### src/rtl/lupa_cfg_scheduler.sv
// ---------------------------------------------------------------------------
// lupa_cfg_scheduler
//
// Shadow register file and upload scheduler for the 16 x 12-bit LUPA300
// configuration registers. Host writes land in the shadow and mark the
// register dirty. Dirty registers are uploaded only during the inter-frame
// gap (fval low): after GUARD_CYCLES consecutive synchronised fval-low
// cycles, one {index, data} word at a time goes to the SPI shifter, lowest
// index first, over a req/ack handshake. The sensor is never reprogrammed
// mid-frame.
//
// Ports
//   clock_20     in   1   system clock, rising edge
//   reset_p      in   1   asynchronous active-high reset
//   fval         in   1   sensor frame valid (asynchronous, synchronised here)
//   host_wr      in   1   single-cycle shadow write strobe
//   host_addr    in   4   shadow register index for host_wr
//   host_data    in   12  shadow write data
//   init_req     in   1   single-cycle pulse: mark all registers dirty
//   rd_addr      in   4   readback index
//   rd_data      out  12  shadow[rd_addr], combinational
//   spi_req      out  1   word valid to shifter (registered)
//   spi_word     out  16  {index, data}, stable while spi_req is high
//   spi_ack      in   1   single-cycle pulse: word shifted and latched
//   dirty        out  16  per-register pending flags
//   busy         out  1   high whenever the scheduler is not idle
//   upload_done  out  1   single-cycle pulse: last dirty register acknowledged
// ---------------------------------------------------------------------------
module lupa_cfg_scheduler #(
    parameter int GUARD_CYCLES = 4
) (
    input  logic        clock_20,
    input  logic        reset_p,
    input  logic        fval,
    input  logic        host_wr,
    input  logic [3:0]  host_addr,
    input  logic [11:0] host_data,
    input  logic        init_req,
    input  logic [3:0]  rd_addr,
    output logic [11:0] rd_data,
    output logic        spi_req,
    output logic [15:0] spi_word,
    input  logic        spi_ack,
    output logic [15:0] dirty,
    output logic        busy,
    output logic        upload_done
);

    localparam int GCNT_W = (GUARD_CYCLES > 1) ? $clog2(GUARD_CYCLES) : 1;

    typedef enum logic [1:0] {
        ST_IDLE  = 2'd0,
        ST_GUARD = 2'd1,
        ST_SCAN  = 2'd2,
        ST_WAIT  = 2'd3
    } state_t;

    state_t              state_q, state_d;
    logic [GCNT_W-1:0]   gcnt_q, gcnt_d;
    logic [11:0]         shadow_q [16];
    logic [15:0]         dirty_q, dirty_d;
    logic                spi_req_q, spi_req_d;
    logic [15:0]         spi_word_q, spi_word_d;
    logic                done_q, done_d;
    logic                fval_meta_q, fval_s_q;

    logic [15:0]         set_mask;
    logic [15:0]         clr_mask;
    logic [15:0]         dirty_hold;
    logic [3:0]          scan_idx;

    // Sensor power-up defaults for each configuration register.
    function automatic logic [11:0] shadow_default(input logic [3:0] idx);
        logic [11:0] v;
        case (idx)
            4'h0:    v = 12'h029;
            4'h3:    v = 12'h0A0;
            4'h4:    v = 12'h002;
            4'h7:    v = 12'h1E1;
            4'h8:    v = 12'h04A;
            4'h9:    v = 12'h06B;
            4'hA:    v = 12'h055;
            4'hB:    v = 12'h0F0;
            4'hC:    v = 12'hFB0;
            4'hD:    v = 12'hADF;
            4'hE:    v = 12'h6DB;
            4'hF:    v = 12'h0DB;
            default: v = 12'h000;
        endcase
        return v;
    endfunction

    // Priority encoder: index 0 has the highest priority.
    function automatic logic [3:0] lowest_set(input logic [15:0] v);
        logic [3:0] idx;
        idx = 4'd0;
        for (int i = 15; i >= 0; i--) begin
            if (v[i]) idx = 4'(i);
        end
        return idx;
    endfunction

    // Stage boundary: fval crosses into the clock_20 domain through two flops.
    // They reset to 1 so nothing uploads until a genuine low has been seen.
    always_ff @(posedge clock_20 or posedge reset_p) begin
        if (reset_p) begin
            fval_meta_q <= 1'b1;
            fval_s_q    <= 1'b1;
        end else begin
            fval_meta_q <= fval;
            fval_s_q    <= fval_meta_q;
        end
    end

    // Shadow register file; host writes are accepted in every state.
    always_ff @(posedge clock_20 or posedge reset_p) begin
        if (reset_p) begin
            for (int i = 0; i < 16; i++) begin
                shadow_q[i] <= shadow_default(4'(i));
            end
        end else if (host_wr) begin
            shadow_q[host_addr] <= host_data;
        end
    end

    assign rd_data = shadow_q[rd_addr];

    always_comb begin
        set_mask = 16'h0000;
        if (init_req) set_mask = 16'hFFFF;
        if (host_wr)  set_mask = set_mask | (16'h0001 << host_addr);
    end

    // Dirty state as it will stand if nothing is cleared this cycle; used to
    // decide on completion so a same-cycle host write keeps the upload going.
    assign dirty_hold = dirty_q | set_mask;
    assign scan_idx   = lowest_set(dirty_q);

    always_comb begin
        state_d    = state_q;
        gcnt_d     = gcnt_q;
        spi_req_d  = spi_req_q;
        spi_word_d = spi_word_q;
        done_d     = 1'b0;
        clr_mask   = 16'h0000;

        case (state_q)
            ST_IDLE: begin
                if (!fval_s_q && (dirty_q != 16'h0000)) begin
                    state_d = ST_GUARD;
                    gcnt_d  = '0;
                end
            end

            ST_GUARD: begin
                if (fval_s_q || (dirty_q == 16'h0000)) begin
                    state_d = ST_IDLE;
                end else if (gcnt_q == GCNT_W'(GUARD_CYCLES - 1)) begin
                    state_d = ST_SCAN;
                end else begin
                    gcnt_d = gcnt_q + GCNT_W'(1);
                end
            end

            ST_SCAN: begin
                if (fval_s_q || (dirty_q == 16'h0000)) begin
                    state_d = ST_IDLE;
                end else begin
                    // The word carries the pre-write value; a same-cycle host
                    // write re-sets the dirty bit so the new value follows.
                    spi_word_d = {scan_idx, shadow_q[scan_idx]};
                    clr_mask   = 16'h0001 << scan_idx;
                    spi_req_d  = 1'b1;
                    state_d    = ST_WAIT;
                end
            end

            ST_WAIT: begin
                if (spi_ack) begin
                    spi_req_d = 1'b0;
                    if (dirty_hold == 16'h0000) begin
                        done_d  = 1'b1;
                        state_d = ST_IDLE;
                    end else if (!fval_s_q) begin
                        // Still inside the same gap: no new guard interval.
                        state_d = ST_SCAN;
                    end else begin
                        state_d = ST_IDLE;
                    end
                end
            end

            default: begin
                state_d   = ST_IDLE;
                spi_req_d = 1'b0;
            end
        endcase

        // Sets win over a same-cycle clear.
        dirty_d = (dirty_q & ~clr_mask) | set_mask;
    end

    always_ff @(posedge clock_20 or posedge reset_p) begin
        if (reset_p) begin
            state_q    <= ST_IDLE;
            gcnt_q     <= '0;
            dirty_q    <= 16'hFFFF;
            spi_req_q  <= 1'b0;
            spi_word_q <= 16'h0000;
            done_q     <= 1'b0;
        end else begin
            state_q    <= state_d;
            gcnt_q     <= gcnt_d;
            dirty_q    <= dirty_d;
            spi_req_q  <= spi_req_d;
            spi_word_q <= spi_word_d;
            done_q     <= done_d;
        end
    end

    assign spi_req     = spi_req_q;
    assign spi_word    = spi_word_q;
    assign dirty       = dirty_q;
    assign busy        = (state_q != ST_IDLE);
    assign upload_done = done_q;

endmodule
### config.mk
export PLATFORM = sky130hd
export DESIGN_NAME = lupa_cfg_scheduler
export DESIGN_NICKNAME = d
export VERILOG_FILES = /design/src/rtl/lupa_cfg_scheduler.sv
export SDC_FILE = /design/constraint.sdc
export NUM_CORES = 1
export LEC_CHECK = 0
export BUFFER_PORTS_ARGS = -buffer_cell sky130_fd_sc_hd__buf_2
export CAP_MARGIN = 10
export CORE_ASPECT_RATIO = 2
export CORE_MARGIN = 1.5
export CORE_UTILIZATION = 41
export DETAILED_ROUTE_END_ITERATION = 8
export PLACE_DENSITY = 0.56
export SLEW_MARGIN = 20
export SYNTH_ARGS = -nofsm -noshare
export SYNTH_HDL_FRONTEND = slang
export SYNTH_SLANG_ARGS = --single-unit
### constraint.sdc
create_clock -name clock_20 -period 11.4 [get_ports clock_20]
set_input_delay 2.85 -clock clock_20 [delete_from_list [all_inputs] [get_ports clock_20]]
set_output_delay 2.85 -clock clock_20 [all_outputs]
set_load 0.02 [all_outputs]
==> results.md <==
- Detailed-route wire length per cell: 27.5 µm
- Die area: 31000 µm²
- Die H: 248 µm
- Routed metal-1 wirelength: 15.1 mm
- Fraction of layout cells with a size suffix above 1: 0.466
- Setup bufs post-CTS: 0
- Number of hold buffers added after cts: 0
- Clock-pin slew on the worst setup and hold paths: 60 ps
- First-pass GRT wire length: 58.3 mm
- # rows: 89
- Hpwl dp: ~24 mm
- Count of state elements after synthesis: 232
- Commonest non-fill, non-tap cell in the layout: mux2_2
- Endpoint arrival time on the critical path: 4920 ps
- Initial cell density of the core: 0.415
- Design area: roughly 14000 µm²
- Final count of negative-setup-slack endpoints: 0
- Final Total Pwr: 2.44 mW
- Worst Hold Class: flop to flop
- Post-layout minimum cycle time: 7770 ps
- Clock latency reported for the late side of the worst-skew pair: about 530 ps
- Synth async-reset ratio: 1.00
- Crit. End Element: primary output
- Total global-route track usage: 0.252
- Outcome: completed
- Type of origin of the critical path: input pin
- Final worst slack: 3630 ps
- Number of clock sinks seen by CTS: 232
- Area growth from synthesis to final layout: 11.8%
- DRC violations left: 0
- Mean post-synth cell area: 12.5 µm²
- Total number of H-tree levels: 1
- Worst max-slew margin expressed relative to the limit: 0.248
- Worst clock skew on the final layout: 13.8 ps
- Routability-driven placement congestion ratio: roughly 0.83
- Drt via density: 6.21
- Distinct cell type count of the synthesized netlist: between 50 and 60
- Total power divided by cell area: 178 nW/µm²
- Fin. Hold Viols: 0
- Initial DRC count: 659
- Number of nets in the layout: around 1000
- Core Region: roughly 30000 µm²
- Final cycle utilization of the critical path: 0.682
- Total detailed-routing wirelength: 38.6 mm
- Remaining number of nets flagged by the antenna check after routing: 0
- Setup repair after global routing missed its margin: false
- Leakage Power: 5.68 nW
- CTS tree: yes
- Clock buffer count from CTS: 22
- Port-buffer cells: 72
- Number of buffers on the longest clock path: 3
- Final core utilization: 0.464
- Top FF cell, synth: dfrtp_1
- Number of flops mapped to enable cells by yosys: 0
- Fin Setup TNS: 0 ps
- Mapped Cells: 980
- Max-capacitance violation count: 0
- Gr ovfl total: 0
- Detail Route met3 WL: approximately 1.8 mm
- Number of top-level pins: 73
- Startpoint-to-endpoint class of the critical path: input pin to primary output
- Cell Area, Synth: ~12000 µm²
- Routed wl met2: 19.6 mm
- Max Clock Freq: 129 MHz
- Maximum number of pins on one net before global-route repair: 125
- Warning count from the yosys run: 0
- Die span in x: 125 µm
- Instance area at placement: 13000 µm²
- Max-slew violation count: 0
- Initial antenna violation count: 2
- Number of instances resized during post-cts repair: 0
- Measured slew at the worst slew-check pin: 1130 ps
- Seq/Total Area, Yosys: 0.481
- Commonest cells after routing, fill and taps aside: 193 x mux2_2, 157 x dfrtp_1, 102 x nand2_1
- Worst EP required: 8550 ps
- Worst-path fanout max: 48
- Vias in the first global route: roughly 9100
- Overall via count from detail_route: 8718
- Highest Signal Layer: met5
- Peak supply drop: 86.3 µV
- Syn Nets: 1007
- Worst Setup Slack post-DPL: 3580 ps
- CTS root buffer: clkbuf_16
- Router iterations before antenna repair: 5
-- where the power goes --
group | leakage [nW] | internal [mW] | switching, mW
logic | 2.60 | 0.291 | 0.220
registers | 2.73 | 1.04 | 0.153
clock network | 0.343 | 0.401 | 0.331
total | 5.68 | 1.73 | 0.705
-- cells in the mapped netlist, drive strengths merged, types with 7 or more instances --
master	count	area (µm²)
mux2i	43	430
inv	7	26.3
o21ai	20	104
a211o	10	87.6
o311ai	7	61.3
nor3	12	60.1
mux4	62	1400
nand2	102	383
or3	7	43.8
nand3	33	165
nor2	37	139
buf	30	156
nand3b	9	67.6
dfrtp	157	3930
o22ai	11	68.8
mux2	193	2170
a21oi	23	115
a31oi	14	87.6
clkbuf	50	188
dfstp	75	1970
-- final timing paths --
check / start / to / slack (ps) / depth (start not counted)
max: rd_addr[0] / rd_data[8] / 3630 / 4
min: fval_meta_q / fval_s_q / 360 / 0
max reg2reg: dirty[15] / spi_word[9] / 7980 / 8
min reg2reg: fval_meta_q / fval_s_q / 360 / 0
max in group asynchronous: reset_p / shadow_q[5] / 6840 / 4
min in group asynchronous: reset_p / shadow_q[67] / 2530 / 2
-- through the flow --
| stage | hold WS [ps] | cells |
|---|---|---|
| 2_1_floorplan | 345 | 980 |
| 3_3_place_gp | 347 | 1362 |
| 3_5_place_dp | 348 | 1362 |
| 4_1_cts | 358 | 1402 |
| 5_1_grt | 360 | 1403 |
| 6_report | 357 | 1403 |
-- flip-flops by register name, indices dropped and copies added, names as in the netlist --
signal,cells
shadow_q,192
dirty,16
spi_word,16
gcnt_q,2
state_q,2
fval_meta_q,1
fval_s_q,1
spi_req,1
upload_done,1
-- area by class of cell --
type	count	area (µm²)
fill	2650	15800
multi-input combinational	661	6060
sequential	232	5900
clock buffer	30	612
timing repair buffer	98	558
tap	364	455
clock inverter	10	81.3
inverter	7	33.8
antenna	1	2.50
-- critical path, stage by stage --
cell and delay [ps]:
buf_4 710, mux4_2 590, mux4_2 550, buf_2 190
-- layer usage --
| layer | GRT usage | up-vias |
|---|---|---|
| met2 | 0.440 | 317 |
| met4 | 0.134 | 2 |
| met1 | 0.306 | 4555 |
| met5 | 0 | - |
| li1 | - | 3749 |
| met3 | 0.0269 | 95 |
-- cells by family (layout without fill, tap and decap cells) --
logic type | Yosys count | count (layout) | synth area share
flops | 232 | 232 | 0.481
compound gates | 132 | 132 | 0.0752
fa+ha+maj | 1 | 1 | 0.00102
buf+inv | 87 | 145 | 0.0302
other cells | 0 | 1 | 0
mux | 298 | 298 | 0.326
simple gates | 230 | 230 | 0.0861
Power figures use the tool's default switching activity.
